### src/rtl/game_select_ctrl_if.sv
// Bundle of the board-load, button and board-state signals between the
// input front end (master) and the card game controller (slave).
interface game_select_ctrl_if #(
    parameter int MOVE_W = 8
);
    logic              init_valid;
    logic [39:0]       init_status;
    logic [2:0]        init_total;
    logic              btn_left;
    logic              btn_right;
    logic              btn_up;
    logic              btn_down;
    logic              btn_confirm;
    logic              btn_cancel;
    logic [2:0]        total_number;
    logic [39:0]       status;
    logic [3:0]        predict;
    logic              selecting;
    logic [3:0]        cur_select;
    logic [3:0]        selected;
    logic [MOVE_W-1:0] move_cnt;
    logic              done;

    modport master (
        output init_valid, init_status, init_total,
        output btn_left, btn_right, btn_up, btn_down, btn_confirm, btn_cancel,
        input  total_number, status, predict, selecting, cur_select,
        input  selected, move_cnt, done
    );

    modport slave (
        input  init_valid, init_status, init_total,
        input  btn_left, btn_right, btn_up, btn_down, btn_confirm, btn_cancel,
        output total_number, status, predict, selecting, cur_select,
        output selected, move_cnt, done
    );
endinterface

### src/rtl/game_select_ctrl.sv
// Card-merge game controller: owns the 2x5 board, cursor, first pick and move
// counter, and offers a combinational preview of the pending merge result.
module game_select_ctrl #(
    parameter int          ROW_MAX = 5,
    parameter logic [3:0]  EMPTY   = 4'hF,
    parameter int          MOVE_W  = 8
) (
    input  logic              vga_clk,
    input  logic              vga_rst_n,
    game_select_ctrl_if.slave bus
);
    typedef enum logic [2:0] {IDLE, BROWSE, PICKED, MERGE, CHECK, DONE} state_t;

    state_t            state_reg, state_next;
    logic [3:0]        status_reg [10];
    logic [3:0]        status_next [10];
    logic [2:0]        total_reg, total_next;
    logic [3:0]        cur_reg, cur_next;
    logic [3:0]        sel_reg, sel_next;
    logic              selecting_reg, selecting_next;
    logic              done_reg, done_next;
    logic [MOVE_W-1:0] move_reg, move_next;

    logic [2:0]  init_total_fix;
    logic [3:0]  init_masked [10];
    logic [9:0]  live;
    logic [3:0]  live_cnt;

    assign init_total_fix = (bus.init_total == 3'd0 || bus.init_total > 3'(ROW_MAX))
                          ? 3'(ROW_MAX) : bus.init_total;

    genvar gi;
    generate
        for (gi = 0; gi < 10; gi++) begin : g_card
            localparam int COL = gi % ROW_MAX;
            assign init_masked[gi] = (3'(COL) >= init_total_fix) ? EMPTY
                                   : bus.init_status[gi*4 +: 4];
            assign live[gi]               = (status_reg[gi] != EMPTY);
            assign bus.status[gi*4 +: 4]  = status_reg[gi];
        end
    endgenerate

    assign live_cnt = 4'($countones(live));

    // Cursor arithmetic on (row, col); the active width wraps, empty cards are not skipped.
    logic       cur_row;
    logic [3:0] cur_col, row_base, total_ext, cur_left, cur_right, cur_flip;

    assign cur_row   = (cur_reg >= 4'(ROW_MAX));
    assign cur_col   = cur_row ? cur_reg - 4'(ROW_MAX) : cur_reg;
    assign row_base  = cur_row ? 4'(ROW_MAX) : 4'd0;
    assign total_ext = {1'b0, total_reg};
    assign cur_left  = row_base + ((cur_col == 4'd0) ? total_ext - 4'd1 : cur_col - 4'd1);
    assign cur_right = row_base + ((cur_col == total_ext - 4'd1) ? 4'd0 : cur_col + 4'd1);
    assign cur_flip  = cur_row ? cur_col : cur_col + 4'(ROW_MAX);

    logic [3:0] cur_val, sel_val, merged;
    logic [4:0] sum_raw;

    assign cur_val = status_reg[cur_reg];
    assign sel_val = status_reg[sel_reg];
    assign sum_raw = {1'b0, sel_val} + {1'b0, cur_val};
    assign merged  = (sum_raw >= 5'd10) ? 4'(sum_raw - 5'd10) : sum_raw[3:0];

    always_ff @(posedge vga_clk or negedge vga_rst_n) begin
        if (!vga_rst_n) begin
            state_reg     <= IDLE;
            status_reg    <= '{default: EMPTY};
            total_reg     <= 3'(ROW_MAX);
            cur_reg       <= 4'd0;
            sel_reg       <= 4'd0;
            selecting_reg <= 1'b0;
            done_reg      <= 1'b0;
            move_reg      <= '0;
        end else begin
            state_reg     <= state_next;
            status_reg    <= status_next;
            total_reg     <= total_next;
            cur_reg       <= cur_next;
            sel_reg       <= sel_next;
            selecting_reg <= selecting_next;
            done_reg      <= done_next;
            move_reg      <= move_next;
        end
    end

    always_comb begin
        state_next     = state_reg;
        status_next    = status_reg;
        total_next     = total_reg;
        cur_next       = cur_reg;
        sel_next       = sel_reg;
        selecting_next = selecting_reg;
        done_next      = done_reg;
        move_next      = move_reg;

        if (bus.init_valid) begin
            status_next    = init_masked;
            total_next     = init_total_fix;
            cur_next       = 4'd0;
            selecting_next = 1'b0;
            done_next      = 1'b0;
            move_next      = '0;
            state_next     = CHECK;
        end else begin
            case (state_reg)
                BROWSE, PICKED: begin
                    // Strict priority: at most one button acts per cycle.
                    if (bus.btn_cancel) begin
                        if (state_reg == PICKED) begin
                            selecting_next = 1'b0;
                            state_next     = BROWSE;
                        end
                    end else if (bus.btn_confirm) begin
                        if (state_reg == BROWSE) begin
                            if (cur_val != EMPTY) begin
                                sel_next       = cur_reg;
                                selecting_next = 1'b1;
                                state_next     = PICKED;
                            end
                        end else if (cur_reg == sel_reg) begin
                            selecting_next = 1'b0;
                            state_next     = BROWSE;
                        end else if (cur_val != EMPTY) begin
                            state_next = MERGE;
                        end
                    end else if (bus.btn_left) begin
                        cur_next = cur_left;
                    end else if (bus.btn_right) begin
                        cur_next = cur_right;
                    end else if (bus.btn_up || bus.btn_down) begin
                        cur_next = cur_flip;
                    end
                end
                MERGE: begin
                    status_next[cur_reg] = merged;
                    status_next[sel_reg] = EMPTY;
                    selecting_next       = 1'b0;
                    move_next            = (move_reg == '1) ? move_reg : move_reg + 1'b1;
                    state_next           = CHECK;
                end
                CHECK: begin
                    if (live_cnt <= 4'd1) begin
                        done_next  = 1'b1;
                        state_next = DONE;
                    end else begin
                        state_next = BROWSE;
                    end
                end
                default: ;
            endcase
        end
    end

    always_comb begin
        bus.predict = EMPTY;
        if (state_reg == PICKED && cur_reg != sel_reg && cur_val != EMPTY)
            bus.predict = merged;
    end

    assign bus.total_number = total_reg;
    assign bus.selecting    = selecting_reg;
    assign bus.cur_select   = cur_reg;
    assign bus.selected     = sel_reg;
    assign bus.move_cnt     = move_reg;
    assign bus.done         = done_reg;
endmodule

### src/flat_wrapper.sv
// flat-port wrapper written by rule: the top's interface ports become plain ports
module game_select_ctrl_flat 
#(
    parameter int          ROW_MAX = 5,
    parameter logic [3:0]  EMPTY   = 4'hF,
    parameter int          MOVE_W  = 8
)
  (vga_clk, vga_rst_n, bus_init_valid, bus_init_status, bus_init_total, bus_btn_left, bus_btn_right, bus_btn_up, bus_btn_down, bus_btn_confirm, bus_btn_cancel, bus_total_number, bus_status, bus_predict, bus_selecting, bus_cur_select, bus_selected, bus_move_cnt, bus_done);
  game_select_ctrl_if #(.MOVE_W(MOVE_W)) bus_i ();
  input  logic vga_clk;
  input  logic vga_rst_n;
  input wire logic [$bits(bus_i.init_valid)-1:0] bus_init_valid;
  input wire logic [$bits(bus_i.init_status)-1:0] bus_init_status;
  input wire logic [$bits(bus_i.init_total)-1:0] bus_init_total;
  input wire logic [$bits(bus_i.btn_left)-1:0] bus_btn_left;
  input wire logic [$bits(bus_i.btn_right)-1:0] bus_btn_right;
  input wire logic [$bits(bus_i.btn_up)-1:0] bus_btn_up;
  input wire logic [$bits(bus_i.btn_down)-1:0] bus_btn_down;
  input wire logic [$bits(bus_i.btn_confirm)-1:0] bus_btn_confirm;
  input wire logic [$bits(bus_i.btn_cancel)-1:0] bus_btn_cancel;
  output wire logic [$bits(bus_i.total_number)-1:0] bus_total_number;
  output wire logic [$bits(bus_i.status)-1:0] bus_status;
  output wire logic [$bits(bus_i.predict)-1:0] bus_predict;
  output wire logic [$bits(bus_i.selecting)-1:0] bus_selecting;
  output wire logic [$bits(bus_i.cur_select)-1:0] bus_cur_select;
  output wire logic [$bits(bus_i.selected)-1:0] bus_selected;
  output wire logic [$bits(bus_i.move_cnt)-1:0] bus_move_cnt;
  output wire logic [$bits(bus_i.done)-1:0] bus_done;
  assign bus_i.init_valid = bus_init_valid;
  assign bus_i.init_status = bus_init_status;
  assign bus_i.init_total = bus_init_total;
  assign bus_i.btn_left = bus_btn_left;
  assign bus_i.btn_right = bus_btn_right;
  assign bus_i.btn_up = bus_btn_up;
  assign bus_i.btn_down = bus_btn_down;
  assign bus_i.btn_confirm = bus_btn_confirm;
  assign bus_i.btn_cancel = bus_btn_cancel;
  assign bus_total_number = bus_i.total_number;
  assign bus_status = bus_i.status;
  assign bus_predict = bus_i.predict;
  assign bus_selecting = bus_i.selecting;
  assign bus_cur_select = bus_i.cur_select;
  assign bus_selected = bus_i.selected;
  assign bus_move_cnt = bus_i.move_cnt;
  assign bus_done = bus_i.done;
  game_select_ctrl #(.ROW_MAX(ROW_MAX), .EMPTY(EMPTY), .MOVE_W(MOVE_W)) u_core (.vga_clk(vga_clk), .vga_rst_n(vga_rst_n), .bus(bus_i));
endmodule
### config.mk
export PLATFORM = sky130hd
export DESIGN_NAME = game_select_ctrl_flat
export DESIGN_NICKNAME = d
export VERILOG_FILES = /design/src/rtl/game_select_ctrl_if.sv /design/src/rtl/game_select_ctrl.sv /design/src/flat_wrapper.sv
export SDC_FILE = /design/constraint.sdc
export NUM_CORES = 1
export LEC_CHECK = 0
export ABC_AREA = 1
export CORE_MARGIN = 8
export CORE_UTILIZATION = 50
export DETAILED_ROUTE_END_ITERATION = 7
export GPL_TIMING_DRIVEN = 0
export HOLD_SLACK_MARGIN = 0.1
export PLACE_DENSITY = 0.86
export SYNTH_ARGS = -nofsm -noshare
export SYNTH_HDL_FRONTEND = slang
export SYNTH_SLANG_ARGS = --single-unit
export TNS_END_PERCENT = 20
### constraint.sdc
create_clock -name vga_clk -period 4.6 [get_ports vga_clk]
set_input_delay 0.92 -clock vga_clk [delete_from_list [all_inputs] [get_ports vga_clk]]
set_output_delay 0.92 -clock vga_clk [all_outputs]
set_load 0.005 [all_outputs]
# Word level (Yosys, flattened, before mapping)
# Cells that the tools add are included.
# word_totals
inputBits	52
output_inout_bits	65
reg_bits	64
# op_classes
muxes	62
n_lt_le_gt_ge	13
bitwise	5
reduce_logical	22
n_eq_ne	27
n_addsub	19
# ops
cell	n
$mux 4	29
$mux 40	2
$ne 4x4->1 const B	12
$bwmux 40	1
$or 40x40->40	1
$mux 3	11
$bmux 4 s4	2
$demux 4 s4	2
$add 4x4->4	6
$mux 8	3
$add 1x1->2	5
$ge 5x5->1 const B	2
$lt 5x1->1 const B	2
$mux 1	10
$ne 5x3->1 const B	2
$not 4->5	2
$reduce_and 5->1	2
$pmux 3 s3	1
$add 8x1->8 const B	1
$eq 4x4->1	2
$eq 8x8->1 const B	1
$reduce_bool 2->1	4
$reduce_bool 4->1	2
$eq 3x2->1 const B	2
other kinds (31)	41

# Longest topological paths before layout
# Gate-level depths: netlist (run 1).
# depth
depth_word	12
mapped_depth	26

# Worst setup path after synthesis (run 1)
# No wires, ideal clock.
# synth_timing
kind	flip-flop to output port
from	register u_core.sel_reg[0] (netlist: u_core.bus.selected[0])
to	output port bus_predict[2]
path_slack_ns	0.410
arrival_ns	3.270
t_required_ns	3.680
stages_incl_launch_ff	25
path_cell_list	dfrtp_1 -> clkbuf_1 -> inv_1 -> nor2_2 -> inv_1 -> nor2_1 -> inv_1 -> o22ai_1 -> a221o_1 -> ha_1 -> inv_1 -> fa_1 -> or2_1 -> and2_1 -> inv_1 -> ha_1 -> o21ai_1 -> nand2_1 -> nand2_2 -> inv_1 -> nand2_1 -> o21ai_1 -> buf_2 -> inv_1 -> nand2_1
# synth_between
elab_chain_len	8
elab_cells_between_ends	12
classes_between	add/sub (2); order compare (1); eq/ne (1); mux (5); bitwise (1); reduce/logical (2)
# synth_lines
item	line_no	text
from (decl)	game_select_ctrl.sv:19	logic [3:0] sel_reg, sel_next;
from (signal assigned)	game_select_ctrl.sv:80	sel_reg <= sel_next;
$not 4->5 (implied by the code)	game_select_ctrl.sv:61	assign sel_val = status_reg[sel_reg];
$bmux 4 s4	game_select_ctrl.sv:61	
$mux 4 (implied by the code) (2 in series)	game_select_ctrl.sv:61	
$add 4x4->5	game_select_ctrl.sv:62	assign sum_raw = {1'b0, sel_val} + {1'b0, cur_val};
$sub 4x4->4 or $ge 5x4->1 (tied branches)	game_select_ctrl.sv:63	assign merged = (sum_raw >= 5'd10) ? 4'(sum_raw - 5'd10) : sum_raw[3:0];
$mux 4	game_select_ctrl.sv:63	
$mux 4 *	game_select_ctrl.sv:157	if (state_reg == PICKED && cur_reg != sel_reg && cur_val != EMPTY)
to (decl)	flat_wrapper.sv:23	output wire logic [$bits(bus_i.predict)-1:0] bus_predict;
# Mark *: on every way between the ends. The rest lies on a longest branch, timed or not. The select of a mux whose other input is x is not followed.

# Worst setup path in the final report (run 1)
# layout_timing
from	register u_core.sel_reg[1] (netlist: u_core.bus.selected[1])
to	output port bus_predict[2]
# Same word-level chain as after synthesis.

==> results of run 1 <==
[worst min-delay path, delay by kind of cell (launching register included)]
family | cells | cell delay (ns)
AND/OR/NAND/NOR | 2 | 0.11
flip-flops | 1 | 0.34
[kinds of logic after synthesis]
group	Yosys count	synth area share, %
fa+ha+maj	33	8.259
simple gates	309	26.00
buf+inv	157	10.99
compound gates	212	23.56
xor+xnor	11	1.843
flops	64	29.35
[cell type report]
class                   count  area, sq um  area share [%]
clock inverters             6        67.56          0.8948
flip-flops and latches     64         1660           21.99
plain buffers              24        148.9           1.972
repair buffers            132         1274           16.87
clock buffers              10        239.0           3.165
multi-input cells         565         3488           46.20
well taps                 140        175.2           2.320
inverters                 130        498.0           6.595
[metrics by stage]
step / setup WS [ns] / util (%)
finish: 0.1071 / 69.05
detailed placement: -0.9373 / 63.64
CTS: 0.006785 / 67.95
floorplan: 0.4100 / -
global route: -0.01410 / 69.05
global placement: -0.9181 / 63.66
[how the worst max path moves through the flow]
stage | cells after the start | startpoint | slack [ns] | endpoint
after floorplan | 24 | u_core.bus.selected[0] | 0.41 | bus_predict[2]
after global placement | 25 | u_core.bus.selected[0] | -0.92 | bus_predict[2]
after detailed placement | 25 | u_core.bus.selected[0] | -0.94 | bus_predict[2]
after CTS | 21 | u_core.bus.selected[0] | 0.007 | bus_predict[2]
after global routing | 25 | u_core.bus.cur_select[0] | -0.01 | bus_predict[2]
final | 22 | u_core.bus.selected[1] | 0.11 | bus_predict[2]
[layout by cell type, fill, tap and decap left out, drive strengths merged, types with 14 or more instances in the layout]
cell type | Yosys | routed
nand2 | 131 | 131
dfrtp | 22 | 22
a211oi | 14 | 14
nor2 | 86 | 86
ha | 26 | 26
nor3 | 33 | 33
dfstp | 42 | 42
clkdlybuf4s50 | 0 | 111
nand3 | 36 | 36
clkbuf | 16 | 24
o21ai | 91 | 91
inv | 130 | 131
buf | 11 | 30
nand4 | 18 | 18
o211ai | 14 | 14
a21oi | 32 | 32
[repair_timing]
action                                 4_1_cts  5_1_grt
gates cloned                                 0        0
resized for setup                           36       35
pin swaps                                    4       14
buffers inserted                            12        5
endpoints found under the hold margin        0        0
setup endpoints to repair                    4        3
[routing by layer]
layer | wire, um | GRT usage [%]
met4 | 865 | 14.78
met3 | 2359 | 7.913
met1 | 8364 | 34.98
met2 | 9347 | 44.24
met5 | 0 | 0
[report_power, final]
group / switching, mW / internal (mW) / total (mW)
combinational: 1.16 / 0.753 / 1.92
sequential: 0.115 / 0.697 / 0.812
clock: 0.281 / 0.436 / 0.717
==> key figures, run 1 <==
Outcome
  – Status: finished clean

Synth
  – Seq/Total Area, Yosys: 29.35%
  – Most area-consuming cells after synthesis: dfstp_2 (20%), dfrtp_1 (9.8%), inv_1 (8.0%)
  – Async SR Flop Fraction: between 90% and 100%
  – Count leader, synth: inv_1
  – Synthesized instance count: roughly 790
  – Post-synth EDFFs: 0
  – Average size of a mapped cell: 7.170 sq um
  – Area fraction of the dominant cell type after synthesis: 19.58%
  – FF+latch count, synth: 64
  – Number of library cell types mapped by synthesis: 50
  – Yosys top cell by area: dfstp_2
  – Yosys warnings: 0
  – Post-Syn Nets: 871
  – Post-synth top cells: inv_1 (120), nand2_1 (117), nor2_1 (79)
  – Synth Flop Type: dfstp_2
  – Syn Std Cell Area: 5635 sq um

Drt
  – Initial DRC Count: between 800 and 900
  – Via density: 5.973
  – Avg WL per Cell: slightly below 20 um
  – Via count: between 6000 and 7000
  – ANT nets after route: 0
  – DR pass1 iterations: 8
  – Final wirelength: 20940 um
  – DR DRC count: 0

Pwr
  – Leakage: 3.373 nW
  – Max VDD drop: 0.3136 mV
  – Power, Total: 3.446 mW
  – Power Dens Cells: 456.3 nW/um^2

Floorplan
  – Io pins: 117
  – Num rows: 38
  – Total core area: 10940 sq um
  – Die Y: 122.2 um
  – Die ar.: 14920 sq um
  – Initial Utilization: 51.53%
  – Chip width: roughly 120 um

Setup path
  – WP data required: 3.68 ns
  – Cell mode on critical path: inv_1
  – Worst-path cell chain: inv_1 > nor2_4 > inv_2 > o221ai_2 > a221o_1 > ha_2 > inv_1 > fa_2 > or2_1 > and2_4 > inv_1 > ha_2 > o21ai_1 > nand2_1 > nand2_2 > inv_2 > nand2_2 > o21ai_4 > buf_6 > inv_1 > nand2_1 > buf_2
  – Slowest CP cell: dfrtp_2
  – Worst r2r dst: u_core.bus.status[9]
  – Endpoint class of the critical path: output pin
  – WS Path Type: register to output pin
  – Top Family by Delay on Critical Path: simple AND/OR/NAND/NOR gates
  – R2R Path Start: u_core.bus.selected[1]
  – Worst Path Max Fanout: 8
  – Worst r2r path cells: 21
  – R2r setup slk: 0.83 ns
  – CP startpoint kind: register
  – Worst path bufs/invs: 8
  – Arr. time, crit path: 3.57 ns
  – Max stage delay on crit path: 0.47 ns

Layout
  – P&R area growth vs syn: 33.99%
  – Layout cell share with drive strength beyond 1: between 15 and 20%
  – Fin area: 7551 sq um
  – Diode count: 0
  – Non-Filler Instances: 1071
  – Layout fillers: 927
  – Max reg flops: 40
  – Nets: 1011

GRT
  – Initial antenna violation count: 0
  – First-pass GRT wire length: approximately 33000 um
  – GRT Total Usage: 28.29%
  – Largest net degree at the start of global routing: 65
  – Vias in the first global route: 6362
  – Grt total ovfl: 0

CTS
  – Clock transition at path regs: 0.05 ns
  – CTS sink count: 64
  – CTS Buf Count: 9
  – Skew-Pair Late Insertion Delay: 0.34 ns
  – Root Buffer: clkbuf_16
  – Clock Path Buffers: 2
  – H-tree depth: 3
  – Cts hold-fix bufs: 0
  – CTS tree: done

Job
  – Max cap viols: 0

STA
  – Crit share post-route: 97.67%
  – TNS Setup: 0 ns
  – Max Fclk: 222.6 MHz
  – RSZ-0062 raised after global routing: yes
  – Max-slew headroom: 32.44%
  – Final setup violation count: 0
  – Post-Route Skew: 0.008083 ns
  – Minimum period implied by the final worst setup slack: 4.493 ns
  – Final Hold Vio Count: 0
  – Hold slack final: about 0.48 ns
  – Slew Limit Fails: 0
  – Worst-Margin Slew: 1.007 ns

Hold path
  – Hold Path End: u_core.bus.selecting
  – Hold depth: 2
  – Worst hold path class: register to register
  – Min-delay src: u_core.bus.selecting

Place
  – Detail Placement HPWL: ~16000 um
  – Placed insts: 1041
  – Placed cell area: roughly 7000 sq um
  – Port Buffers: 115
  – GP Congestion: 1.026
(Power assumes the default switching activity.)
==> run 2: changes to the inputs <==
--- a/config.mk
+++ b/config.mk
@@ -5,13 +5,12 @@
 export SDC_FILE = /design/constraint.sdc
 export NUM_CORES = 1
 export LEC_CHECK = 0
-export ABC_AREA = 1
 export CORE_MARGIN = 8
 export CORE_UTILIZATION = 50
 export DETAILED_ROUTE_END_ITERATION = 7
 export GPL_TIMING_DRIVEN = 0
 export HOLD_SLACK_MARGIN = 0.1
-export PLACE_DENSITY = 0.86
+export PLACE_DENSITY = 0.87
 export SYNTH_ARGS = -nofsm -noshare
 export SYNTH_HDL_FRONTEND = slang
 export SYNTH_SLANG_ARGS = --single-unit
==> key figures, run 2 <==
Outcome
  – Status: finished clean (unchanged)

GRT
  – Largest net degree at the start of global routing: 36 (was 65)
  – Initial antenna violation count: 0 (unchanged)
  – Grt total ovfl: 0 (unchanged)
  – First-pass GRT wire length: 32050 um (was 33020 um)
  – Vias in the first global route: 5934 (was 6362)
  – GRT Total Usage: 28.22% (was 28.29%)

Drt
  – ANT nets after route: 0 (unchanged)
  – DR DRC count: 0 (unchanged)
  – Via count: 5825 (was 6397)
  – Via density: 6.538 (was 5.973)
  – Initial DRC Count: 664 (was 801)
  – Final wirelength: 20600 um (was 20940 um)
  – Avg WL per Cell: 23.12 um (was 19.55 um)
  – DR pass1 iterations: 5 (was 8)

Place
  – Dpl ws: -0.7788 ns (was -0.9373 ns)
  – Placed insts: 866 (was 1041)
  – GP Congestion: 0.9460 (was 1.026)
  – Detail Placement HPWL: 15450 um (was 15560 um)
  – Port Buffers: 115 (unchanged)

Layout
  – Non-Filler Instances: 891 (was 1071)
  – Nets: 831 (was 1011)
  – Layout cell share with drive strength beyond 1: 19.04% (was 18.58%)
  – P&R area growth vs syn: 34.14% (was 33.99%)
  – Diode count: 0 (unchanged)
  – Layout fillers: 862 (was 927)
  – Sequential Area: 1660 sq um (unchanged)
  – Commonest non-fill, non-tap cell in the layout: clkdlybuf4s50_1
  – Max reg flops: 40 (unchanged)
  – Most frequent cells in the layout: clkdlybuf4s50_1 (111), a21oi_1 (68), nor2_1 (52) (was inv_1 (113), nand2_1 (113), clkdlybuf4s50_1 (111))
  – Multi-input logic area: 3548 sq um (was 3488 sq um)

CTS
  – Clock Path Buffers: 2 (unchanged)
  – Root Buffer: clkbuf_8 (was clkbuf_16)
  – Clock transition at path regs: 0.08 ns (was 0.05 ns)
  – CTS sink count: 64 (unchanged)
  – Cts hold-fix bufs: 0 (unchanged)
  – H-tree depth: 3 (unchanged)
  – Skew-Pair Late Insertion Delay: 0.36 ns (was 0.34 ns)
  – CTS Buf Count: 9 (unchanged)
  – CTS tree: done (unchanged)

Pwr
  – Power Dens Cells: 481.7 nW/um^2 (was 456.3 nW/um^2)
  – Max VDD drop: 0.6290 mV (was 0.3136 mV)
  – Leakage: 2.763 nW (was 3.373 nW)

STA
  – Worst-Margin Slew: 1.293 ns (was 1.007 ns)
  – Final Hold Vio Count: 0 (unchanged)
  – Crit share post-route: 99.79% (was 97.67%)
  – RSZ-0062 raised after global routing: yes (unchanged)
  – Max-slew headroom: 12.60% (was 32.44%)
  – Slew Limit Fails: 0 (unchanged)
  – Post-Route Skew: 0.01524 ns (was 0.008083 ns)
  – Minimum period implied by the final worst setup slack: 4.590 ns (was 4.493 ns)
  – Max Fclk: 217.8 MHz (was 222.6 MHz)
  – Worst setup margin: 0.009584 ns (was 0.1071 ns)
  – Final setup violation count: 0 (unchanged)

Floorplan
  – Chip width: 119.8 um (was 122.2 um)
  – Initial Utilization: 50.55% (was 51.53%)
  – Total core area: 10650 sq um (was 10940 sq um)
  – Io pins: 117 (unchanged)
  – Die ar.: 14340 sq um (was 14920 sq um)
  – Die Y: 119.8 um (was 122.2 um)
  – Num rows: 38 (unchanged)

Setup path
  – CP startpoint kind: register (unchanged)
  – Worst Path Max Fanout: 6 (was 8)
  – Worst r2r path cells: 18 (was 21)
  – Arr. time, crit path: 3.67 ns (was 3.57 ns)
  – WP data required: 3.68 ns (about the same)
  – Endpoint class of the critical path: output pin (unchanged)
  – WS Path Type: register to output pin (unchanged)

Synth
  – Seq/Total Area, Yosys: 30.72% (was 29.35%)
  – Synthesized instance count: 610 (was 786)
  – FF+latch count, synth: 64 (unchanged)
  – Yosys top cell by area: dfstp_2 (unchanged)
  – Yosys warnings: 0 (unchanged)
  – Post-Syn Nets: 695 (was 871)
  – Area fraction of the dominant cell type after synthesis: 20.50% (was 19.58%)
  – Number of library cell types mapped by synthesis: 66 (was 50)
  – Syn Std Cell Area: 5384 sq um (was 5635 sq um)
  – Post-synth EDFFs: 0 (unchanged)
  – Most area-consuming cells after synthesis: dfstp_2 (20%), dfrtp_1 (10%), a21oi_1 (6.6%) (was dfstp_2 (20%), dfrtp_1 (9.8%), inv_1 (8.0%))
  – Post-synth top cells: a21oi_1 (71), nor2_1 (52), dfstp_2 (42), o22ai_1 (42), inv_1 (34) (was inv_1 (120), nand2_1 (117), nor2_1 (79))
  – Async SR Flop Fraction: 100.0% (unchanged)
  – Average size of a mapped cell: 8.826 sq um (was 7.170 sq um)
  – Synth Flop Type: dfstp_2 (unchanged)
  – Count leader, synth: a21oi_1 (was inv_1)

Job
  – Max cap viols: 0 (unchanged)

Hold path
  – Hold depth: 2 (unchanged)
  – Worst hold path class: register to register (unchanged)
run 2: cell count changes after synthesis, moves of 27 or more:
cell / before / now
nand2_1: 117 / 30
inv_1: 120 / 34
o21ai_0: 73 / 28
a21oi_1: 32 / 71
o22ai_1: 12 / 42
nor2_1: 79 / 52
run 2: power breakdown:
part	internal, mW	leakage [nW]	switching (mW)	total (mW)
sequential	0.713	0.731	0.167	0.880
combinational	0.854	1.91	1.13	1.99
clock	0.361	0.119	0.251	0.612
run 2: what timing repair did:
item                       in CTS  in global routing
setup endpoints to repair      26                  6
pin swaps                       4                  2
buffers inserted               13                  0
gates resized for setup        39                  7
run 2: area by class of cell:
type	instances	share of cell area [%]
clock buffers	9	1.715
clock inverters	7	1.663
repair buffers	129	17.65
inverters	35	1.819
multi-input cells	476	49.13
plain buffers	31	2.599
flip-flops and latches	64	22.99
well taps	140	2.426
run 2: path summary, 6_finish.rpt:
kind / startpoint / endpoint / slack, ns
max: u_core.bus.selected[0] / bus_predict[2] / 0.01
min: u_core.bus.total_number[2] / u_core.bus.total_number[2] / 0.52
max reg2reg: u_core.bus.cur_select[0] / u_core.bus.cur_select[3] / 0.29
min reg2reg: u_core.bus.total_number[2] / u_core.bus.total_number[2] / 0.52
max in group asynchronous: vga_rst_n / u_core.bus.status[38] / 3.23
min in group asynchronous: vga_rst_n / u_core.bus.move_cnt[6] / 0.62
run 2: metal layers:
layer / global-route usage [%] / vias to the layer above / part of all wire, %
met5: 0 / - / 0
met4: 12.33 / 0 / 3.6
met3: 7.515 / 66 / 10
met2: 45.13 / 383 / 47
met1: 35.22 / 2828 / 39
li1: - / 2548 / -
run 2: cells by family (layout without fill, tap and decap cells):
kind of cell | Yosys count | count (layout) | synth area share (%)
compound gates | 201 | 201 | 23.52
simple gates | 180 | 180 | 17.04
buf+inv | 70 | 211 | 5.693
flops | 64 | 64 | 30.72
mux | 38 | 38 | 10.48
fa+ha+maj | 33 | 33 | 8.645
xor+xnor | 24 | 24 | 3.904
run 2: worst max-delay path, stage by stage, from the launching register on:
cell and delay [ns]:
dfrtp_2 0.44, buf_12 0.13, mux4_2 0.49, mux2i_2 0.20, o21a_1 0.20, inv_1 0.07, ha_1 0.29, a21o_1 0.17
a21oi_2 0.20, xnor2_2 0.23, a21o_1 0.22, o22ai_1 0.10, or2_2 0.30, dlygate4sd2_1 0.27
run 2: per-stage QoR:
step           hold WS, ns  cell area (sq um)  utilization [%]  total power [mW]  TNS (ns)
2_1_floorplan       0.4783               5384                -             1.895         0
3_3_place_gp        0.4907               6710            63.01             2.514    -2.875
3_5_place_dp        0.5074               6725            63.15             2.593    -5.661
4_1_cts             0.5207               7208            67.68             3.410         0
5_1_grt             0.5446               7222            67.81             3.649  -0.08915
6_report            0.5206               7222            67.81             3.479         0
